`config.mk`:
```
export PLATFORM = sky130hd
export DESIGN_NAME = wallace_mac_accumulator
export DESIGN_NICKNAME = d
export VERILOG_FILES = /design/src/rtl/wallace_pkg.sv /design/src/rtl/wallace_multiplier.sv /design/src/rtl/wallace_mac_accumulator.sv
export SDC_FILE = /design/constraint.sdc
export NUM_CORES = 1
export LEC_CHECK = 0
export BUFFER_PORTS_ARGS = -buffer_cell sky130_fd_sc_hd__buf_2
export CAP_MARGIN = 20
export CORE_UTILIZATION = 35
export DETAILED_ROUTE_END_ITERATION = 16
export PLACE_DENSITY = 0.56
export SYNTH_ARGS = -nofsm -noshare
export SYNTH_HDL_FRONTEND = slang
export SYNTH_HIERARCHICAL = 1
export SYNTH_SLANG_ARGS = --single-unit
export TNS_END_PERCENT = 100
```
`constraint.sdc`:
```
create_clock -name clk -period 2.15 [get_ports clk]
set_clock_uncertainty 0.05 [all_clocks]
set_input_delay 0 -clock clk [delete_from_list [all_inputs] [get_ports clk]]
set_output_delay 0 -clock clk [all_outputs]
set_load 0.01 [all_outputs]
```
`src/rtl/wallace_pkg.sv`:
```
// wallace_pkg: shared types and constants for the Wallace-tree MAC block.
//   state_t : accumulator frame state (ACCUM collecting products, HOLD presenting a sum)
//   OPND_W  : multiplicand / multiplier width
//   PROD_W  : full product width of one OPND_W x OPND_W multiply
package wallace_pkg;

    localparam int OPND_W = 4;
    localparam int PROD_W = 8;

    typedef enum logic {
        ACCUM = 1'b0,
        HOLD  = 1'b1
    } state_t;

endpackage : wallace_pkg

```
`src/rtl/wallace_multiplier.sv`:
```
// wallace_multiplier: combinational 4x4 unsigned multiplier built as a Wallace tree.
//   a       in  [3:0] multiplicand
//   b       in  [3:0] multiplier
//   product out [7:0] a*b
// Two carry-save layers of full/half adders reduce the 16 partial products to
// two rows, which a single carry-propagate add then combines.
module wallace_multiplier
    import wallace_pkg::*;
(
    input  logic [OPND_W-1:0] a,
    input  logic [OPND_W-1:0] b,
    output logic [PROD_W-1:0] product
);

    // pp[i][j] carries weight 2^(i+j)
    logic [OPND_W-1:0] pp [OPND_W];

    always_comb begin
        for (int i = 0; i < OPND_W; i++) begin
            pp[i] = a & {OPND_W{b[i]}};
        end
    end

    // Layer 1 sums (s*) and carries (c*), indexed by source column
    logic s1, c1, s2, c2, s3, c3, s4, c4, s5, c5;
    // Layer 2 sums (t3/u*) and carries (ct3/cu*)
    logic t3, ct3, u4, cu4, u5, cu5, u6, cu6;

    // Layer 1
    assign {c1, s1} = pp[0][1] + pp[1][0];
    assign {c2, s2} = pp[0][2] + pp[1][1] + pp[2][0];
    assign {c3, s3} = pp[0][3] + pp[1][2] + pp[2][1];
    assign {c4, s4} = pp[1][3] + pp[2][2] + pp[3][1];
    assign {c5, s5} = pp[2][3] + pp[3][2];

    // Layer 2: every column is brought down to at most two bits
    assign {ct3, t3} = s3 + pp[3][0] + c2;
    assign {cu4, u4} = s4 + c3;
    assign {cu5, u5} = s5 + c4;
    assign {cu6, u6} = pp[3][3] + c5;

    // Final carry-propagate add of the two remaining rows
    logic [PROD_W-1:0] row_x, row_y;
    assign row_x   = {cu6, u6, u5, u4, t3, s2, s1, pp[0][0]};
    assign row_y   = {1'b0, cu5, cu4, ct3, 1'b0, c1, 1'b0, 1'b0};
    assign product = row_x + row_y;

endmodule : wallace_multiplier

```
`src/rtl/wallace_mac_accumulator.sv`:
```
// wallace_mac_accumulator: sums FRAME_LEN products a*b per frame and presents
// the frame sum on a valid/ready output.
//   clk, rst_n         clock, asynchronous active-low reset
//   clr                synchronous frame abort (overrides everything else)
//   a, b, in_valid     input beat; in_ready tells when a beat is taken
//   out_data/out_valid completed frame sum; out_ready from consumer
//   ovf                frame sum exceeded 2^ACC_W-1 (valid with out_valid)
// Optional build macro WALLACE_MAC_SAT_EN: the accumulator saturates at
// 2^ACC_W-1 on overflow instead of wrapping. ovf is the same in both builds.
// Pipeline: acceptance edge registers the product, next edge accumulates it.
module wallace_mac_accumulator
    import wallace_pkg::*;
#(
    parameter int FRAME_LEN = 4,
    parameter int ACC_W     = 16
) (
    input  logic              clk,
    input  logic              rst_n,
    input  logic              clr,
    input  logic [3:0]        a,
    input  logic [3:0]        b,
    input  logic              in_valid,
    output logic              in_ready,
    output logic [ACC_W-1:0]  out_data,
    output logic              out_valid,
    input  logic              out_ready,
    output logic              ovf
);

    localparam int                CNT_W     = $clog2(FRAME_LEN + 1);
    localparam logic [CNT_W-1:0]  FRAME_CNT = CNT_W'(FRAME_LEN);
    localparam logic [CNT_W-1:0]  LAST_CNT  = CNT_W'(FRAME_LEN - 1);
    localparam logic [CNT_W-1:0]  CNT_ONE   = CNT_W'(1);

    state_t             state_q, state_d;
    logic [PROD_W-1:0]  product;
    logic [PROD_W-1:0]  prod_q;
    logic               prod_vld;
    logic [ACC_W-1:0]   acc;
    logic [CNT_W-1:0]   in_cnt;
    logic [CNT_W-1:0]   acc_cnt;

    logic               accept;
    logic               frame_done;
    logic               out_fire;
    logic [ACC_W:0]     acc_sum;
    logic [ACC_W-1:0]   acc_next;

    wallace_multiplier u_mult (
        .a       (a),
        .b       (b),
        .product (product)
    );

    // Gated by rst_n so nothing is offered while reset is held.
    assign in_ready   = rst_n && (state_q == ACCUM) && (in_cnt < FRAME_CNT);
    assign accept     = in_valid && in_ready;
    assign frame_done = prod_vld && (acc_cnt == LAST_CNT);
    assign out_valid  = (state_q == HOLD);
    assign out_fire   = out_valid && out_ready;
    assign out_data   = acc;

    // One extra bit captures the true sum so overflow is visible.
    assign acc_sum = {1'b0, acc} + (ACC_W + 1)'(prod_q);

`ifdef WALLACE_MAC_SAT_EN
    // Once saturated, any later add overflows again (or adds zero), so acc stays at max.
    assign acc_next = acc_sum[ACC_W] ? '1 : acc_sum[ACC_W-1:0];
`else
    assign acc_next = acc_sum[ACC_W-1:0];
`endif

    // NOTE: every signal written in always_comb gets a default first so no latch is inferred.
    always_comb begin
        state_d = state_q;
        if (clr) begin
            state_d = ACCUM;
        end else begin
            case (state_q)
                ACCUM:   if (frame_done) state_d = HOLD;
                HOLD:    if (out_ready)  state_d = ACCUM;
                default: state_d = ACCUM;
            endcase
        end
    end

    // NOTE: sequential state uses non-blocking assignments so all registers update together.
    always_ff @(posedge clk or negedge rst_n) begin
        if (!rst_n) begin
            state_q <= ACCUM;
        end else begin
            state_q <= state_d;
        end
    end

    always_ff @(posedge clk or negedge rst_n) begin
        if (!rst_n) begin
            prod_q   <= '0;
            prod_vld <= 1'b0;
            acc      <= '0;
            in_cnt   <= '0;
            acc_cnt  <= '0;
            ovf      <= 1'b0;
        end else if (clr) begin
            prod_vld <= 1'b0;
            acc      <= '0;
            in_cnt   <= '0;
            acc_cnt  <= '0;
            ovf      <= 1'b0;
        end else if (out_fire) begin
            // Consumer took the frame: start the next one from zero.
            prod_vld <= 1'b0;
            acc      <= '0;
            in_cnt   <= '0;
            acc_cnt  <= '0;
            ovf      <= 1'b0;
        end else begin
            prod_vld <= accept;
            if (accept) begin
                prod_q <= product;
                in_cnt <= in_cnt + CNT_ONE;
            end
            if (prod_vld) begin
                acc     <= acc_next;
                acc_cnt <= acc_cnt + CNT_ONE;
                if (acc_sum[ACC_W]) begin
                    ovf <= 1'b1;
                end
            end
        end
    end

endmodule : wallace_mac_accumulator

```
==> impl_metrics.env, run 1 <==
export IMPL_htree_levels=2
export IMPL_synth_ff_type="dfrtp_1"
export IMPL_max_stage_delay_ps=540
export IMPL_track_usage=0.149
export IMPL_vias=1679
export IMPL_wirelength_um=4440
export IMPL_crit_required_ps=2270
export IMPL_cts_buffer_depth=2
export IMPL_hold_depth=4
export IMPL_grt_pass1_wl_um=7570
export IMPL_ioPinCount=32
export IMPL_p_leak_nw=1.39
export IMPL_nets=307
export IMPL_worst_slack_ps=105
export IMPL_crit_path_end_kind="register"
export IMPL_cpMaxStageDelayCell="fa_1"
export IMPL_rr_worst_depth=8
export IMPL_synth_area_leaders="dfrtp_1, ha_1, fa_1, xnor2_1, mux2_2"
export IMPL_die_x_um=82.0
export IMPL_yosys_top_cells_count="dfrtp_1, ha_1, nor2_1"
export IMPL_synthCells=214
export IMPL_routedWlPerCell_um=12.9
export IMPL_drive_gt1_frac=0.320
export IMPL_post_route_period_util=0.951
export IMPL_start_kind="input pin"
export IMPL_crit_chain="buf_2 -> and2_4 -> fa_1 -> inv_1 -> fa_1 -> inv_1 -> ha_1 -> a21o_1 -> a21oi_2 -> xnor2_1 -> mux2_2"
export IMPL_grt_pass1_vias=1663
export IMPL_final_area_um2=2720
export IMPL_yosys_warnings=6
export IMPL_power_switching_uw=519
export IMPL_placedInstanceArea_um2=2610
export IMPL_swShare=0.315
export IMPL_cap_viol_max_count=0
export IMPL_cts_buffers=5
export IMPL_ys_seq_elements=33
export IMPL_placeableCoreArea_um2=6060
export IMPL_pre_cts_ws_ps=-194
export IMPL_gp_congestion=0.744
export IMPL_grt_setup_unrepaired="true"
export IMPL_synth_fp_nets=253
export IMPL_yosysTopAreaCell="dfrtp_1"
export IMPL_grt_remaining_overflow=0
export IMPL_port_buffers=31
export IMPL_p_total_mw=1.65
export IMPL_setup_violations=0
export IMPL_hold_class="input pin to register"
export IMPL_path_class="input pin to register"
export IMPL_postSynthAreaPerCell_um2=10.5
export IMPL_worst_slew_pin_slew_ps=550
export IMPL_path_buf_inv=3
export IMPL_initial_core_util=0.370
export IMPL_hold_ws_ps=128
export IMPL_clock_sinks=33
export IMPL_die_area_um2=6730
export IMPL_yosysSeqAreaShare=0.368
export IMPL_vdd_drop_max_uv=461
export IMPL_drtPass1Iterations=4
export IMPL_clock_fmax_ghz=0.489
export IMPL_routed_via_density=4.88
export IMPL_power_density_nw_per_um2=606
export IMPL_num_antenna_cells=0
export IMPL_synth_cell_type_count=43
export IMPL_synth_top_area_share=0.368
export IMPL_dp_hpwl_um=3300
export IMPL_path_delay_family="adder cells"
export IMPL_cp_max_fo=3
export IMPL_mappedNetlistArea_um2=2240
export IMPL_rows=28
export IMPL_slew_violations=0
export IMPL_drt_iter0_drc=50
export IMPL_drtAntennaViolNets=0
export IMPL_rrSetupSlack_ps=110
export IMPL_pwr_share_clk=0.283
export IMPL_root_buffer="clkbuf_8"
export IMPL_comb_power_share=0.283
export IMPL_syn_to_final_growth_pct=21.4
export IMPL_grt_max_degree=35
export IMPL_drc=0
export IMPL_synthArstFlopShare=1.00
export IMPL_antenna_found_initial=0
export IMPL_finalCriticalPeriod_ps=2050
export IMPL_insertion_delay_ps=290
export IMPL_die_h_um=82.0
export IMPL_p_seq_frac=0.434
export IMPL_arrival_ps=2170
export IMPL_cts_tree="built"
export IMPL_hold_viol=0
export IMPL_slew_headroom=0.633
export IMPL_final_util=0.449
export IMPL_synth_edff_count=0
export IMPL_cp_num_cells=11
export IMPL_p_int_mw=1.13
export IMPL_synth_most_common_cell="dfrtp_1"
export IMPL_cts_clk_slew_worst_paths_ps=80
export IMPL_outcome="complete, no violations"
registers in the layout, summed over array words and instances, names as in the netlist:
register	cells
prod_vld	1
acc_cnt	3
in_cnt	3
out_data	16
out_valid	1
ovf	1
prod_q	8
what timing repair did:
action	4_1_cts	5_1_grt
endpoints found under the hold margin	33	0
gates resized for setup	0	3
hold buffers	1	0
setup endpoints to repair	0	5
buffers inserted	0	1
power groups by stage:
stage / clock [mW] / combinational (mW) / sequential, mW
detailed placement: 0 / 0.466 / 0.728
finish: 0.467 / 0.466 / 0.715
global route: 0.512 / 0.527 / 0.724
global placement: 0 / 0.461 / 0.727
CTS: 0.485 / 0.470 / 0.716
floorplan: 0 / 0.322 / 0.721
final cells by class:
class	count	area [um2]
clock buffers	5	68.8
clock inverters	3	17.5
fillers	600	3340
inverters	10	37.5
multi-input cells	166	1360
flip-flops and latches	33	826
well taps	75	93.8
repair buffers	52	315
logic make-up (layout without fill, tap and decap cells):
kind of cell,count (synthesis),in the layout,share of synthesized area
xor+xnor,16,16,0.0625
simple gates,69,69,0.172
mux,15,15,0.0714
compound gates,40,40,0.134
fa+ha+maj,26,26,0.162
buf+inv,15,70,0.0296
flops,33,33,0.368
final timing paths:
check	start	endpoint
max	a[2]	prod_q[6]
max reg2reg	out_data[0]	out_data[10]
min	b[0]	prod_q[0]
max in group asynchronous	rst_n	prod_q[7]
min reg2reg	ovf	ovf
min in group asynchronous	rst_n	out_data[10]
layer usage:
metal  wire length, um  global-route usage
met3               162              0.0400
met4                50              0.0474
met1              2210               0.201
met5                 0                   0
met2              2020               0.230
cells in the final DEF, fill, tap and decap left out, types with 2 or more instances in the layout:
master,count
buf_2,31
and4_1,2
xor2_1,5
a21oi_2,3
nand2b_1,3
clkbuf_8,5
o2111ai_2,2
mux2i_1,7
nand3b_1,6
nand4_1,2
o21ai_0,8
fa_1,4
clkinv_2,2
ha_1,19
nor2_1,17
xnor2_1,11
nor3_1,2
ha_2,2
buf_4,20
a21oi_1,10
a21o_1,5
inv_1,9
mux2_2,8
dfrtp_1,33
a21boi_2,2
nand2_1,14
and3_1,2
and2_1,13
worst register-to-register path, stage by stage (launching register included):
cell and delay (ps):
dfrtp_1 360, ha_2 190, inv_2 40, fa_2 340
and2b_1 240, o2111ai_2 140, a21boi_2 280, o2111ai_2 140
mux2i_1 190
metrics by stage:
step / TNS (ps) / instances
6_report: 0 / 344
5_1_grt: -7.08 / 344
4_1_cts: 0 / 343
3_5_place_dp: -663 / 334
3_3_place_gp: -501 / 334
2_1_floorplan: -15.1 / 214
No activity file was read; power rests on OpenSTA's default activity.
==> inputs of run 2 (changes only) <==
CORE_UTILIZATION = 55   (was 35)
PLACE_DENSITY = 0.8   (was 0.56)
SLEW_MARGIN = 0   (was unset)
==> run 2 against run 1 <==
  * Global-route usage grew 8.4 points
  * Core utilization is 26 points higher
  * Via count up 2.6%
  * Worst hold slack improved by 5.8 ps
  * Clock power fell by 4.3%
  * Routed wire length grew 1.7%
  * Critical path type unchanged
  * Highest routed layer unchanged
==> impl_metrics.env, run 2 (same netlist as run 1, synthesis figures left out) <==
export IMPL_hold_class="input pin to register"
export IMPL_grt_pass1_wl_um=7580
export IMPL_ioPinCount=32
export IMPL_dp_hpwl_um=3370
export IMPL_num_antenna_cells=0
export IMPL_cts_buffers=5
export IMPL_root_buffer="clkbuf_8"
export IMPL_swShare=0.311
export IMPL_largest_reg_flops=16
export IMPL_crit_required_ps=2270
export IMPL_p_total_mw=1.64
export IMPL_insertion_delay_ps=290
export IMPL_cap_viol_max_count=0
export IMPL_tns_ps=0
export IMPL_drt_iter0_drc=140
export IMPL_final_common_cell="dfrtp_1"
export IMPL_cp_max_fo=4
export IMPL_vdd_drop_max_uv=473
export IMPL_clock_sinks=33
export IMPL_cpMaxStageDelayCell="fa_1"
export IMPL_syn_to_final_growth_pct=20.1
export IMPL_rows=22
export IMPL_grt_pass1_vias=1721
export IMPL_initial_core_util=0.595
export IMPL_placeableCoreArea_um2=3770
export IMPL_drtAntennaViolNets=0
export IMPL_p_leak_nw=1.40
export IMPL_routedWlPerCell_um=14.2
export IMPL_grt_setup_unrepaired="false"
export IMPL_grt_max_degree=35
export IMPL_max_stage_delay_ps=530
export IMPL_drtPass1Iterations=4
export IMPL_pwr_share_clk=0.273
export IMPL_htree_levels=2
export IMPL_start_kind="input pin"
export IMPL_vias=1723
export IMPL_clock_fmax_ghz=0.482
export IMPL_p_int_mw=1.13
export IMPL_nets=308
export IMPL_setup_violations=0
export IMPL_power_switching_uw=509
export IMPL_port_buffers=31
export IMPL_power_density_nw_per_um2=608
export IMPL_seq_area_um2=826
export IMPL_crit_chain="buf_2 -> and2_4 -> fa_1 -> inv_1 -> fa_1 -> inv_1 -> ha_2 -> a21o_1 -> a21oi_2 -> xnor2_1 -> mux2_2"
export IMPL_drc=0
export IMPL_gp_congestion=0.863
export IMPL_mostFrequentLayoutCells="dfrtp_1, buf_2, buf_4"
export IMPL_antenna_found_initial=0
export IMPL_slew_violations=0
export IMPL_grt_remaining_overflow=0
export IMPL_track_usage=0.233
export IMPL_p_seq_frac=0.437
export IMPL_cts_clk_slew_worst_paths_ps=60
export IMPL_drive_gt1_frac=0.315
export IMPL_path_class="input pin to register"
export IMPL_comb_power_share=0.290
export IMPL_cts_buffer_depth=2
export IMPL_worst_slack_ps=75.2
export IMPL_die_x_um=65.9
export IMPL_crit_path_end_kind="register"
export IMPL_instances_no_fill=318
export IMPL_fill_cells=298
export IMPL_post_route_period_util=0.965
export IMPL_placed_cells=307
export IMPL_wirelength_um=4510
export IMPL_die_area_um2=4340
export IMPL_hold_viol=0
export IMPL_path_buf_inv=3
export IMPL_routed_via_density=5.42
export IMPL_arrival_ps=2200
export IMPL_slew_headroom=0.660
export IMPL_multi_input_area_um2=1360
export IMPL_finalCriticalPeriod_ps=2070
export IMPL_path_delay_family="adder cells"
export IMPL_cts_tree="built"
export IMPL_outcome="complete, no violations"
export IMPL_pre_cts_ws_ps=-228
export IMPL_die_h_um=65.9
export IMPL_worst_slew_pin_slew_ps=511
==> run 2: routing by layer <==
| layer | GRT usage | up-vias | wire [um] |
|---|---|---|---|
| li1 | - | 857 | - |
| met1 | 0.307 | 830 | 2130 |
| met2 | 0.375 | 26 | 2180 |
| met3 | 0.0517 | 10 | 140 |
| met4 | 0.0788 | 0 | 63 |
| met5 | 0 | - | 0 |
==> run 2: worst register-to-register path: cells and delay by family, from the launching register on <==
kind,cells,cell delay (ps)
muxes,1,150
and+or+nand+nor,1,230
buffers and inverters,1,60
AOI/OAI and AO/OA,3,570
DFF,1,350
adders and majority gates,2,520
==> run 2: worst paths after layout <==
| kind | startpoint | endpoint | slack, ps | depth (start not counted) |
|---|---|---|---|---|
| max in group asynchronous | rst_n | out_data[7] | 1480 | 3 |
| hold reg to reg | prod_q[2] | prod_q[2] | 470 | 1 |
| setup / recovery | a[2] | prod_q[6] | 80 | 11 |
| hold / removal | a[0] | prod_q[0] | 130 | 4 |
| min in group asynchronous | rst_n | out_data[15] | 260 | 3 |
| setup reg to reg | prod_q[0] | out_data[10] | 100 | 8 |
==> run 2: through the flow <==
step           utilization  area, um2  hold slack, ps
3_5_place_dp         0.684       2580            35.7
4_1_cts              0.709       2670             138
6_report             0.714       2690             134
2_1_floorplan            -       2250            -346
3_3_place_gp         0.684       2580            40.1
5_1_grt              0.714       2690             142
==> run 2: final cells by class <==
cell class,count,share of cell area
Multi-Input combinational cell,166,0.507
Tap cell,48,0.0223
Clock buffer,6,0.0270
Sequential cell,33,0.307
Clock inverter,2,0.00372
Inverter,10,0.0139
Timing Repair Buffer,53,0.120
==> run 2: power by group through the flow <==
stage	Clock (mW)	Sequential, mW	Combinational, mW
6_report	0.447	0.716	0.474
5_1_grt	0.478	0.722	0.523
4_1_cts	0.452	0.716	0.469
3_5_place_dp	0	0.727	0.461
3_3_place_gp	0	0.724	0.440
2_1_floorplan	0	0.721	0.322
==> run 2: timing repair <==
item,4_1_cts,5_1_grt
buffers inserted,0,2
endpoints found under the hold margin,33,0
pin swaps,1,2
hold buffers,1,0
resized for setup,1,2
setup endpoints to repair,1,6
==> inputs of run 3 (changes only) <==
CORE_UTILIZATION = 40   (was 55)
PLACE_DENSITY = 0.62   (was 0.8)
==> run 3 against run 2 <==
  * Sequential cell count is the same
  * Register-to-register slack is essentially flat
  * Die area grew 36%
  * Routed wire length shrank 5.8%
  * Non-clock buffer count shrank 2
  * Sequential power is essentially flat
  * Combinational power grew 1%
  * First-iteration DRC count shrank 55%
  * Critical path depth shrank 3
  * Cell area grew 1.4%
  * Maximum frequency grew 1.0%
  * Final cell count grew 6.3%
  * Critical endpoint is now out_data[12]
==> impl_metrics.env, run 3 (same netlist as run 1, synthesis figures left out) <==
export IMPL_drc=0
export IMPL_ioPinCount=32
export IMPL_mostFrequentLayoutCells="dfrtp_1, buf_2, ha_1, buf_4, nor2_1"
export IMPL_post_route_period_util=0.955
export IMPL_placed_cells=328
export IMPL_p_total_mw=1.65
export IMPL_p_leak_nw=1.39
export IMPL_drive_gt1_frac=0.317
export IMPL_path_buf_inv=1
export IMPL_drtAntennaViolNets=0
export IMPL_htree_levels=2
export IMPL_hold_start="b[0]"
export IMPL_nets=306
export IMPL_placedInstanceArea_um2=2600
export IMPL_dp_hpwl_um=3200
export IMPL_num_antenna_cells=0
export IMPL_final_common_cell="dfrtp_1"
export IMPL_crit_path_end_kind="register"
export IMPL_grt_setup_unrepaired="true"
export IMPL_tns_ps=0
export IMPL_comb_power_share=0.291
export IMPL_cts_tree="built"
export IMPL_max_stage_delay_ps=370
export IMPL_vias=1657
export IMPL_outcome="complete, no violations"
export IMPL_drtPass1Iterations=4
export IMPL_slew_headroom=0.663
export IMPL_gp_congestion=0.775
export IMPL_initial_core_util=0.428
export IMPL_power_density_nw_per_um2=603
export IMPL_setup_violations=0
export IMPL_arrival_ps=2170
export IMPL_hold_ws_ps=136
export IMPL_grt_remaining_overflow=0
export IMPL_final_area_um2=2730
export IMPL_die_h_um=76.9
export IMPL_finalCriticalPeriod_ps=2050
export IMPL_crit_required_ps=2260
export IMPL_drt_iter0_drc=63
export IMPL_cts_clk_slew_worst_paths_ps=70
export IMPL_antenna_found_initial=0
export IMPL_syn_to_final_growth_pct=21.8
export IMPL_path_delay_family="adder cells"
export IMPL_pwr_share_clk=0.276
export IMPL_insertion_delay_ps=280
export IMPL_grt_pass1_wl_um=7470
export IMPL_pre_cts_ws_ps=-198
export IMPL_crit_chain="ha_2 -> inv_1 -> fa_2 -> and2b_2 -> o2111ai_4 -> a21boi_4 -> o211ai_1 -> mux2i_1"
export IMPL_swShare=0.312
export IMPL_routedWlPerCell_um=12.6
export IMPL_seq_area_um2=826
export IMPL_multi_input_area_um2=1390
export IMPL_instances_no_fill=338
export IMPL_grt_max_degree=35
export IMPL_rows=26
export IMPL_cts_buffers=5
export IMPL_clock_sinks=33
export IMPL_start_kind="register"
export IMPL_port_buffers=31
export IMPL_root_buffer="clkbuf_8"
export IMPL_path_class="register to register"
export IMPL_die_area_um2=5910
export IMPL_r2r_start="out_data[0]"
export IMPL_cts_buffer_depth=2
export IMPL_cpMaxStageDelayCell="dfrtp_1"
export IMPL_vdd_drop_max_uv=450
export IMPL_p_int_mw=1.13
export IMPL_die_x_um=76.9
export IMPL_hold_class="input pin to register"
export IMPL_power_switching_uw=514
export IMPL_clock_fmax_ghz=0.487
export IMPL_wirelength_um=4250
export IMPL_worst_slew_pin_slew_ps=505
export IMPL_placeableCoreArea_um2=5240
export IMPL_cap_viol_max_count=0
export IMPL_grt_pass1_vias=1626
export IMPL_final_util=0.522
export IMPL_cp_max_fo=4
export IMPL_slew_violations=0
export IMPL_track_usage=0.156
export IMPL_routed_via_density=4.90
export IMPL_fill_cells=491
export IMPL_worst_slack_ps=96.7
export IMPL_cp_startpoint="out_data[0]"
export IMPL_largest_reg_flops=16
export IMPL_hold_viol=0
export IMPL_p_seq_frac=0.434
[run 3: routing by layer]
layer,up-vias,global-route usage,share of wire
li1,852,-,-
met2,16,0.238,0.45
met1,785,0.222,0.52
met4,0,0.0404,0.0087
met3,4,0.0321,0.020
met5,-,0,0
[run 3: final cells by class]
cell class,instances,share of cell area
sequential,33,0.302
clock inverter,2,0.00366
clock buffer,6,0.0266
multi-input combinational,166,0.509
timing repair buffer,51,0.113
inverter,10,0.0137
tap,70,0.0321
[run 3: repair_timing]
action                     in CTS  in global routing
setup endpoints to repair       1                  6
hold endpoints to repair       33                  0
setup buffers                   0                  1
pin swaps                       1                  3
hold buffers                    1                  0
cloned                          0                  0
resized for setup               0                  6
[run 3: power by group through the flow]
stage / clock (mW) / sequential [mW] / combinational, mW
6_report: 0.454 / 0.714 / 0.479
5_1_grt: 0.493 / 0.721 / 0.544
4_1_cts: 0.468 / 0.716 / 0.466
3_5_place_dp: 0 / 0.728 / 0.462
3_3_place_gp: 0 / 0.726 / 0.455
2_1_floorplan: 0 / 0.721 / 0.322
[run 3: tightest hold or removal path, cell delays in order]
cell and delay [ps]:
buf_2 90, buf_4 100, and2_1 110, mux2_2 140
[run 3: worst paths after layout]
path,endpoint,slack (ps),cells after the start
min in group asynchronous,in_cnt[2],240,3
min,prod_q[0],140,4
max,out_data[12],100,8
max reg2reg,out_data[12],100,8
min reg2reg,prod_q[2],470,1
max in group asynchronous,out_data[7],1490,3
